<file path="config.mk">
export PLATFORM = sky130hd
export DESIGN_NAME = dragon_head_ctrl
export DESIGN_NICKNAME = d
export VERILOG_FILES = /design/src/rtl/dragon_head_ctrl.sv
export SDC_FILE = /design/constraint.sdc
export NUM_CORES = 1
export LEC_CHECK = 0
export BUFFER_PORTS_ARGS = -buffer_cell sky130_fd_sc_hd__buf_2
export CAP_MARGIN = 20
export CORE_MARGIN = 1.5
export CORE_UTILIZATION = 45
export DETAILED_ROUTE_END_ITERATION = 16
export PLACE_DENSITY = 0.8
export SLEW_MARGIN = 40
export SYNTH_ARGS = -nofsm -noshare
export SYNTH_HDL_FRONTEND = slang
export SYNTH_SLANG_ARGS = --single-unit
export TNS_END_PERCENT = 1
</file>
<file path="constraint.sdc">
create_clock -name clk -period 1.6 [get_ports clk]
set_input_delay 0.08 -clock clk [delete_from_list [all_inputs] [get_ports clk]]
set_output_delay 0.08 -clock clk [all_outputs]
set_load 0.03 [all_outputs]
</file>
<file path="src/rtl/dragon_head_ctrl.sv">
// dragon_head_ctrl
// Moves the dragon's head one grid cell per movement tick, wrapping at the
// grid edges. Each step is classified MOVE / HEAL / HIT from the collision
// events seen since the previous step. The result goes to the body shift
// register as one {orientation, x, y} word plus a state code, marked by a
// single-cycle strobe.
//
// Optional feature macro: DRAGON_NO_REVERSE_EN
//   defined   - a direction request opposite the current orientation is dropped
//   undefined - every request is accepted (the head may reverse onto its neck)
//
// Ports:
//   clk        in   system clock
//   reset      in   asynchronous, active-high reset
//   run        in   game running; ticks are ignored while low
//   move_tick  in   one-cycle step request
//   dir_in     in   [1:0] requested direction: 00 up, 01 right, 10 down, 11 left
//   dir_valid  in   dir_in is valid this cycle
//   heal_evt   in   head touched a heart (pulse)
//   hit_evt    in   head touched a hazard (pulse)
//   orien_pos  out  [11:0] {orientation[1:0], x[4:0], y[4:0]}
//   states     out  [1:0] 00 MOVE, 01 HEAL, 10 HIT, 11 IDLE
//   seg_valid  out  one-cycle strobe qualifying orien_pos / states
//   tail_ptr   out  [2:0] body length minus one
//   dead       out  game over, sticky until reset
module dragon_head_ctrl #(
    parameter int GRID_W  = 20,
    parameter int GRID_H  = 15,
    parameter int START_X = 10,
    parameter int START_Y = 7,
    parameter int MAX_LEN = 8
) (
    input  logic        clk,
    input  logic        reset,
    input  logic        run,
    input  logic        move_tick,
    input  logic [1:0]  dir_in,
    input  logic        dir_valid,
    input  logic        heal_evt,
    input  logic        hit_evt,
    output logic [11:0] orien_pos,
    output logic [1:0]  states,
    output logic        seg_valid,
    output logic [2:0]  tail_ptr,
    output logic        dead
);

    typedef enum logic [1:0] {S_WAIT, S_STEP, S_EMIT} state_t;

    localparam logic [1:0]  ST_MOVE = 2'b00;
    localparam logic [1:0]  ST_HEAL = 2'b01;
    localparam logic [1:0]  ST_HIT  = 2'b10;
    localparam logic [1:0]  ST_IDLE = 2'b11;
    localparam logic [11:0] POS_RST = {2'b01, 5'(START_X), 5'(START_Y)};

    state_t      state_q, state_d;
    logic [1:0]  pend_dir_q, pend_dir_d;
    logic        heal_f_q, heal_f_d;
    logic        hit_f_q, hit_f_d;
    logic [11:0] orien_pos_q, orien_pos_d;
    logic [1:0]  states_q, states_d;
    logic        seg_valid_q, seg_valid_d;
    logic [2:0]  tail_ptr_q, tail_ptr_d;
    logic        dead_q, dead_d;

    logic [4:0]  cur_x, cur_y, nxt_x, nxt_y;

    assign cur_x = orien_pos_q[9:5];
    assign cur_y = orien_pos_q[4:0];

    // Next head cell in the pending direction, wrapping at the grid edges.
    always_comb begin
        nxt_x = cur_x;
        nxt_y = cur_y;
        case (pend_dir_q)
            2'b00:   nxt_y = (cur_y == 5'd0) ? 5'(GRID_H - 1) : cur_y - 5'd1;
            2'b01:   nxt_x = (cur_x == 5'(GRID_W - 1)) ? 5'd0 : cur_x + 5'd1;
            2'b10:   nxt_y = (cur_y == 5'(GRID_H - 1)) ? 5'd0 : cur_y + 5'd1;
            default: nxt_x = (cur_x == 5'd0) ? 5'(GRID_W - 1) : cur_x - 5'd1;
        endcase
    end

    always_comb begin
        state_d     = state_q;
        pend_dir_d  = pend_dir_q;
        heal_f_d    = heal_f_q;
        hit_f_d     = hit_f_q;
        orien_pos_d = orien_pos_q;
        states_d    = ST_IDLE;
        seg_valid_d = 1'b0;
        tail_ptr_d  = tail_ptr_q;
        dead_d      = dead_q;

        // Direction capture runs in every state; the last request before STEP wins.
        if (dir_valid) begin
`ifdef DRAGON_NO_REVERSE_EN
            if ((dir_in ^ orien_pos_q[11:10]) != 2'b10)
                pend_dir_d = dir_in;
`else
            pend_dir_d = dir_in;
`endif
        end

        case (state_q)
            S_WAIT: begin
                if (move_tick && run && !dead_q)
                    state_d = S_STEP;
            end
            S_STEP: begin
                state_d = S_EMIT;
                // The outputs registered here are what the EMIT cycle presents.
                if (hit_f_q && tail_ptr_q == 3'd0) begin
                    dead_d = 1'b1;
                end else begin
                    orien_pos_d = {pend_dir_q, nxt_x, nxt_y};
                    seg_valid_d = 1'b1;
                    if (hit_f_q) begin
                        states_d   = ST_HIT;
                        tail_ptr_d = tail_ptr_q - 3'd1;
                    end else if (heal_f_q && int'(tail_ptr_q) < MAX_LEN - 1) begin
                        states_d   = ST_HEAL;
                        tail_ptr_d = tail_ptr_q + 3'd1;
                    end else begin
                        states_d   = ST_MOVE;
                    end
                end
            end
            S_EMIT: begin
                state_d  = S_WAIT;
                heal_f_d = 1'b0;
                hit_f_d  = 1'b0;
            end
            default: state_d = S_WAIT;
        endcase

        // Set beats clear so a pulse landing in EMIT carries to the next step.
        if (heal_evt) heal_f_d = 1'b1;
        if (hit_evt)  hit_f_d  = 1'b1;
    end

    always_ff @(posedge clk or posedge reset) begin
        if (reset) begin
            state_q     <= S_WAIT;
            pend_dir_q  <= 2'b01;
            heal_f_q    <= 1'b0;
            hit_f_q     <= 1'b0;
            orien_pos_q <= POS_RST;
            states_q    <= ST_IDLE;
            seg_valid_q <= 1'b0;
            tail_ptr_q  <= 3'd0;
            dead_q      <= 1'b0;
        end else begin
            state_q     <= state_d;
            pend_dir_q  <= pend_dir_d;
            heal_f_q    <= heal_f_d;
            hit_f_q     <= hit_f_d;
            orien_pos_q <= orien_pos_d;
            states_q    <= states_d;
            seg_valid_q <= seg_valid_d;
            tail_ptr_q  <= tail_ptr_d;
            dead_q      <= dead_d;
        end
    end

    assign orien_pos = orien_pos_q;
    assign states    = states_q;
    assign seg_valid = seg_valid_q;
    assign tail_ptr  = tail_ptr_q;
    assign dead      = dead_q;

endmodule

</file>
=== After elaboration in Yosys (flattened, before gate mapping) ===
Cells that the tools add are included.
Widths: inputs -> output; s select.

* Bits in read-only memories: 0
* Output and inout port bits: 19
* Bits in registers: 25
* Input bits: 9
* Memories kept: 0
* Word-level logic and storage cells: 66
* Latch bits: 0
* RAM bits: 0

* $mul: 0
* Equal/unequal tests: 7
* Shift operators: 0
* $add $sub $neg: 6
* Divide/modulo/power cells: 0
* Magnitude comparators: 1
* Bitwise logic cells: 2
* Muxes and demuxes: 19
* Reduce and logical (&&, ||, !) cells: 20

{| class="wikitable"
|+ Operators with widths
! cell !! count
|-
| $mux 5 || 4
|-
| $pmux 5 s2 || 2
|-
| $add 5x1->5 const B || 2
|-
| $logic_not 5->1 || 2
|-
| $sub 5x1->5 const B || 2
|-
| $reduce_and 3->1 || 3
|-
| $mux 2 || 4
|-
| $reduce_bool 2->1 || 4
|-
| $mux 1 || 6
|-
| $mux 3 || 2
|-
| $eq 5x4->1 const B || 1
|-
| $eq 5x5->1 const B || 1
|-
| $eq 2x1->1 const B || 2
|-
| $eq 2x2->1 const B || 2
|-
| $logic_and 1x1->1 || 4
|-
| $logic_not 2->1 || 2
|-
| $pmux 2 s2 || 1
|-
| $reduce_and 2->1 || 2
|-
| $add 3x1->3 const B || 1
|-
| $logic_not 3->1 || 1
|-
| $lt 3x3->1 const B || 1
|-
| $sub 3x1->3 const B || 1
|-
| $ne 2x2->1 const B || 1
|-
| $not 1->1 || 2
|-
| 2 further kinds || 2
|}

=== Logic depth before layout (Yosys ltp) ===
Gate-level depths: netlist of the first run.

* Depth in word-level cells: 6
* Gate-level depth with buffers: 7
* Depth with buffers taken out: 6

=== Least setup slack after synthesis of the first run ===
No wires, ideal clock.

* Path type: register -> register
* From: register tail_ptr_q[2], in the netlist tail_ptr[2]
* To: register orien_pos_q[5], in the netlist orien_pos[5]
* Library setup time: 126 ps
* Required time: 1,474 ps
* Setup slack: -186 ps
* Arrival: 1,660 ps
* Path buffers: 1
* Clock period less this slack: 1,786 ps
* Stages on the path, launching flop included: 6
* Path through: dfrtp_1 > or4b_4 > nand3_2 > buf_6 > o21ai_2 > a221o_1

* Longest elaborated chain between the ends: 4

{| class="wikitable"
|+ Ends and longest elaborated chain
! element !! RTL line !! RTL
|-
| start, declared || 63 || <nowiki>logic [2:0] tail_ptr_q, tail_ptr_d;</nowiki>
|-
| start signal, assigned || 160 || <nowiki>tail_ptr_q <= tail_ptr_d;</nowiki>
|-
| $logic_not 3->1 || 112 || <nowiki>if (hit_f_q && tail_ptr_q == 3'd0) begin</nowiki>
|-
| $logic_and 1x1->1 || 112 ||
|-
| $not 1->1 (no line) || n/a ||
|-
| $reduce_and 3->1 (no line) || n/a ||
|-
| end signal, assigned || 157 || <nowiki>orien_pos_q <= orien_pos_d;</nowiki>
|-
| end, declared || 60 || <nowiki>logic [11:0] orien_pos_q, orien_pos_d;</nowiki>
|}

Every way passes these cells.
A chain may end at the register's enable or synchronous reset.

=== Worst setup path after layout of the first run ===
* From: register orien_pos_q[6], in the netlist orien_pos[6]
* To: register orien_pos_q[9], in the netlist orien_pos[9]

* Longest elaborated chain between the ends: 3
* Elaborated cells between the ends (all ways): 7
* Classes of those cells: add/sub (2); eq/ne (1); mux (3); reduce/logical (1)

{| class="wikitable"
|+ Ends and longest elaborated chain
! element !! RTL line !! RTL
|-
| $sub 5x1->5 (tied with other cells) || 79 || <nowiki>default: nxt_x = (cur_x == 5'd0) ? 5'(GRID_W - 1) : cur_x - 5'd1;</nowiki>
|-
| $mux 5 (on tied branches) || 79, 77 ||
|-
| $pmux 5 s2 * || 75 || <nowiki>case (pend_dir_q)</nowiki>
|}

Mark *: on every way between the ends. The rest lies on a longest branch, timed or not.

==> metrics, run 1 <==
fill cell count=between 200 and 300; Synth Cell Area=between 1500 and 2000 sq um; Hold Path Class=input pin to flip-flop; xor/xnor share of the synthesized area=0.0230; Critical Path RT=1840 ps; I/O pins=28; Synthesized Nets=171; fin nets=220; post-synthesis cell type count=51; Area Growth Syn to Fin=27.2%; Switching Share=0.469; RSZ-0062 raised after global routing=yes; post-synthesis sequential area ratio=0.419; clock sink count=25; Slew @ Worst Pin=342 ps; Comb pwr share=0.574; total track usage=0.196; Die Y=~60 um; layout cells sized above 1=0.387; 1st-iter DRT viols=39; post-synthesis mux area share=0.0362; Core Area=3130 sq um; EDFF count, synth=0; post-CTS setup buffer count=0; Synth area leader=dfrtp_1; failing checks=hold timing; Synth Area per Inst=9.74 sq um; leak pwr=0.000859 uW; Worst Setup End Kind=flip-flop; Slew HR=0.772; DRC=0; Hold Slack=-1.07 ps; Clock Tree Buf Depth=2; row cnt=20; CP Launch Type=flip-flop; CP arrival=1830 ps; Sw Pwr=1600 uW; largest family of logic cells by synthesized area=simple AND/OR/NAND/NOR gates; Final Skew=0.984 ps; Most used DFF post-synth=dfrtp_1; largest net degree at the start of global routing=26; first-pass GRT wire length=~5500 um; DP HPWL=2480 um; post-synthesis compound-gate area fraction=0.179; initial antenna violation count=0; # diodes=0; top-area cell type share of the netlist area=0.263; Synth Area in Simple Gates=0.225; grt ovf=0; clock share of power=0.084; Commonest cells post-synth=dfrtp_1 (16), inv_1 (12), nand2_1 (12); area share of fa/ha/maj cells after synthesis=0.0543; crit path time final=between 1500 and 2000 ps; peak supply drop=1020 uV; ys async rst share=1.00; status=finished, violations left; max-cap check violation count=0; Cell Pwr Density=around 1800 nW/um^2; Horiz. Die Dim=61.1 um; drt pass-1 iters=4; root buffer cell=clkbuf_4; Final setup viols=0; Initial Utilization=0.486; clk_lat worst skew=310 ps; CTS Buf Count=3; Worst-path clk slew=140 ps; Buffers on Ports=27; pins over their slew limit=0; Internal=1810 uW; top-count cell post-synth=dfrtp_1; Vias=1,357; Area contributors post-synth=dfrtp_1 (26%), dfstp_2 (16%), ha_1 (4.1%), o21ai_0 (3.3%), inv_1 (3.0%); DR WL/cell=13.1 um; # H-tree levels=1; GPL Wtd Cong=0.863; post-route ant nets=0; DP Cell Count=238; number of synthesized register bits=25; Crit Path Category=flip-flop to flip-flop; total length of routed wires=3250 um; fin crit share=0.999; largest fanout on the critical path=5; Hold Violations, Final=1; Fmax achieved=0.626 GHz; CTS tree=built; die area=3740 sq um; DR vias/cell=5.47; Ys Warns=0; Seq pwr share=0.343; vias in the first global route=1,309; filler-free cell count of the finished design=248; Cells after Synth=between 150 and 200
[per-stage QoR]
| step | util | power (uW) | worst slack, ps | cell area, sq um | TNS [ps] |
|---|---|---|---|---|---|
| 2_1_floorplan | - | 2460 | -119 | 1540 | -327 |
| 3_3_place_gp | 0.580 | 2960 | 34.2 | 1820 | 0 |
| 3_5_place_dp | 0.580 | 3050 | -25.3 | 1820 | -43.0 |
| 4_1_cts | 0.611 | 3370 | -4.12 | 1910 | -7.51 |
| 5_1_grt | 0.618 | 3650 | -88.0 | 1930 | -430 |
| 6_report | 0.618 | 3410 | 2.09 | 1930 | 0 |
[final timing paths]
path / from / cells past startpoint / to / slack [ps]
hold / removal: dir_in[1] / 2 / pend_dir_q[1] / -1
hold reg to reg: dead / 1 / state_q[0] / 470
min in group asynchronous: reset / 4 / orien_pos[11] / 320
setup reg to reg: orien_pos[6] / 6 / orien_pos[9] / 2
setup / recovery: orien_pos[6] / 6 / orien_pos[9] / 2
max in group asynchronous: reset / 4 / states[0] / 980
[worst max-delay path, stage by stage (launching register included)]
cell and delay, ps:
dfstp_2 580, buf_4 110, ha_1 230, and3b_1 180, o211ai_1 70, and3_1 180, o21ai_0 170
[flip-flops by register name, summed over array words and instances, names as in the netlist]
signal / flops
tail_ptr: 3
orien_pos: 12
seg_valid: 1
state_q: 2
states: 2
dead: 1
pend_dir_q: 2
hit_f_q: 1
heal_f_q: 1
[power by group through the flow]
stage	Sequential, uW	Combinational (uW)	Clock (uW)
2_1_floorplan	1520	942	0
3_3_place_gp	1140	1820	0
3_5_place_dp	1160	1890	0
4_1_cts	1170	1920	288
5_1_grt	1200	2140	309
6_report	1170	1960	285
[metal layers]
metal | part of all wire | track usage | vias to the layer above
li1 | - | - | 653
met2 | 0.51 | 0.357 | 45
met4 | 0.0083 | 0.0652 | 0
met1 | 0.44 | 0.236 | 653
met5 | 0 | 0 | -
met3 | 0.042 | 0.0252 | 6
[cell families after synthesis]
group	after synthesis
AO/OA/AOI/OAI	40
AND/OR/NAND/NOR	56
buffers and inverters	20
multiplexers	5
XOR/XNOR	4
flip-flops	25
adder cells (fa/ha/maj)	6
[what timing repair did]
action,4_1_cts,5_1_grt
resized for setup,2,4
pin swaps,3,1
endpoints found under the hold margin,20,0
setup endpoints to repair,2,10
hold buffers,6,0
[layout make-up]
cell class                 count  area [sq um]  share of cell area
multi-input combinational    111           827               0.428
sequential                    25           642               0.332
timing repair buffer          52           338               0.175
tap                           44          55.1              0.0285
inverter                      12          45.0              0.0233
clock buffer                   4          26.3              0.0136
[cells in the final DEF, fill, tap and decap left out, drive strengths merged, types with 2 or more instances in the layout]
cell type,instances
clkbuf,4
nor2,9
a221o,2
or2,2
nor4,2
ha,5
inv,12
nand4b,2
and3,2
dfstp,9
nand3,5
mux2,4
xnor2,4
nor4b,3
buf,46
a311oi,2
nand2b,6
a31oi,2
o211ai,2
nand2,12
a21o,4
nor3,3
o21ai,11
nor2b,4
dfrtp,16
a21oi,7
dlygate4sd3,6
Note: power is estimated with default switching activity, not from simulation.
==> inputs of run 2 (changes only) <==
--- a/config.mk
+++ b/config.mk
@@ -9,8 +9,11 @@
 export CAP_MARGIN = 20
 export CORE_MARGIN = 1.5
 export CORE_UTILIZATION = 45
+export CTS_BUF_LIST = sky130_fd_sc_hd__clkbuf_16
 export DETAILED_ROUTE_END_ITERATION = 16
 export PLACE_DENSITY = 0.8
+export RECOVER_POWER = 100
+export SETUP_SLACK_MARGIN = 0.15
 export SLEW_MARGIN = 40
 export SYNTH_ARGS = -nofsm -noshare
 export SYNTH_HDL_FRONTEND = slang
==> metrics, run 2 (same netlist as run 1, synthesis figures left out) <==
Hold Path Class=input pin to flip-flop; pins over their slew limit=0; worst min-delay path startpoint=heal_evt; max-cap check violation count=0; max reg flops=12; Crit-path slowest cell=or4b_4; Final Skew=3.09 ps; die area=3740 sq um; peak supply drop=slightly above 1000 uV; status=finished, violations left; fin crit share=1.01; grt ovf=0; fill cell count=271; layout cells sized above 1=0.333; Fmax achieved=0.620 GHz; RSZ-0062 raised after global routing=yes; CTS Buf Count=3; first-pass GRT wire length=~5500 um; Worst R2R Path Depth=4; post-route ant nets=0; Hold Slack=-4.79 ps; Horiz. Die Dim=61.1 um; hold depth=2; Worst Setup End Kind=flip-flop; Hold Violations, Final=1; Slew HR=0.592; DRC=0; Final setup viols=1; hold endpoint=heal_f_q; fin nets=217; GPL Wtd Cong=0.863; Clock Tree Buf Depth=2; crit-path max cell delay=580 ps; vias in the first global route=around 1,300; Area Growth Syn to Fin=27.5%; Cell Pwr Density=1900 nW/um^2; initial antenna violation count=0; clk_lat worst skew=260 ps; 1st-iter DRT viols=60; crit path time final=1610 ps; DR vias/cell=5.60; final setup margin=-12.4 ps; DP HPWL=roughly 2500 um; # diodes=0; Worst-path clk slew=60 ps; largest net degree at the start of global routing=26; drt pass-1 iters=4; Slew @ Worst Pin=~600 ps; Vias=1,373; CP arrival=around 1800 ps; Critical Path RT=1740 ps; DR WL/cell=around 14 um; root buffer cell=clkbuf_16; Crit Path Category=flip-flop to flip-flop; I/O pins=28; Reg-to-Reg Start=tail_ptr[1]; failing checks=hold timing, setup timing; Initial Utilization=0.486; commonest non-fill, non-tap cells in the layout=clkbuf_1 (17), buf_4 (17), inv_1 (12), dfrtp_1 (12); # H-tree levels=1; Layout Utilization=0.620; clock sink count=25; CP Cell Sequence=or4b_4 > nand3_2 > o21ai_2 > a221o_1; worst reg2reg endpoint=orien_pos[5]; row cnt=20; flop-to-flop setup slack=-10 ps; largest fanout on the critical path=6; Die Y=about 61 um; CP Launch Type=flip-flop; CTS tree=built; Core Area=3130 sq um; total track usage=0.200; leak pwr=0.000827 uW; total length of routed wires=3440 um; Buffers on Ports=27
-- run 2: cell types whose count changed in the layout (fill, tap and decap cells not counted), moves of 3 or more --
cell and change:
buf_2 -16, clkbuf_1 +16, clkbuf_16 +3, clkbuf_4 -3, dlygate4sd3_1 -4
-- run 2: what timing repair did --
action	in CTS	in global routing
buffers inserted	0	1
endpoints found under the setup margin	12	13
hold buffers	2	0
gates resized for setup	4	7
pin swaps	4	2
endpoints found under the hold margin	17	0
-- run 2: worst max-delay path by stage --
stage | startpoint | endpoint | slack [ps] | depth (start not counted)
after floorplan | tail_ptr[1] | orien_pos[5] | -120 | 5
after global placement | pend_dir_q[0] | orien_pos[7] | 30 | 5
after detailed placement | orien_pos[6] | orien_pos[8] | -30 | 6
after CTS | tail_ptr[1] | orien_pos[5] | 3 | 4
after global routing | tail_ptr[1] | orien_pos[5] | -60 | 4
final | tail_ptr[1] | orien_pos[5] | -10 | 4
-- run 2: per-layer routing --
metal,vias up,track usage,part of all wire
met4,0,0.0839,0.010
met3,4,0.0315,0.043
met1,683,0.234,0.44
met5,-,0,0
li1,645,-,-
met2,41,0.360,0.50
-- run 2: layout make-up --
| type | instances | area (sq um) | area share |
|---|---|---|---|
| multi-input combinational | 111 | 835 | 0.431 |
| tap | 44 | 55.1 | 0.0284 |
| clock buffer | 3 | 75.1 | 0.0387 |
| sequential | 25 | 642 | 0.331 |
| timing repair buffer | 49 | 283 | 0.146 |
| inverter | 12 | 45.0 | 0.0232 |
| clock inverter | 1 | 3.75 | 0.00194 |
-- run 2: critical path, delay by kind of cell, from the launching register on --
kind	cells	cell delay, ps
flip-flops	1	400
AND/OR/NAND/NOR	2	740
AO/OA/AOI/OAI	2	350
-- run 2: where the power goes --
group / total [uW] / internal (uW) / switching, uW / leakage (uW)
registers: 1180 / 904 / 277 / 0.000282
clock network: 553 / 334 / 219 / 0.0000423
logic: 1940 / 773 / 1170 / 0.000503
-- run 2: stage by stage --
step	area, sq um	worst slack [ps]	total power, uW	instances	setup TNS (ps)
6_report	1940	-12.4	3670	245	-12.4
5_1_grt	1940	-57.7	3890	245	-344
4_1_cts	1930	2.56	3650	244	0
3_5_place_dp	1820	-25.3	3050	238	-43.0
3_3_place_gp	1820	34.2	2960	238	0
2_1_floorplan	1540	-119	2460	156	-327
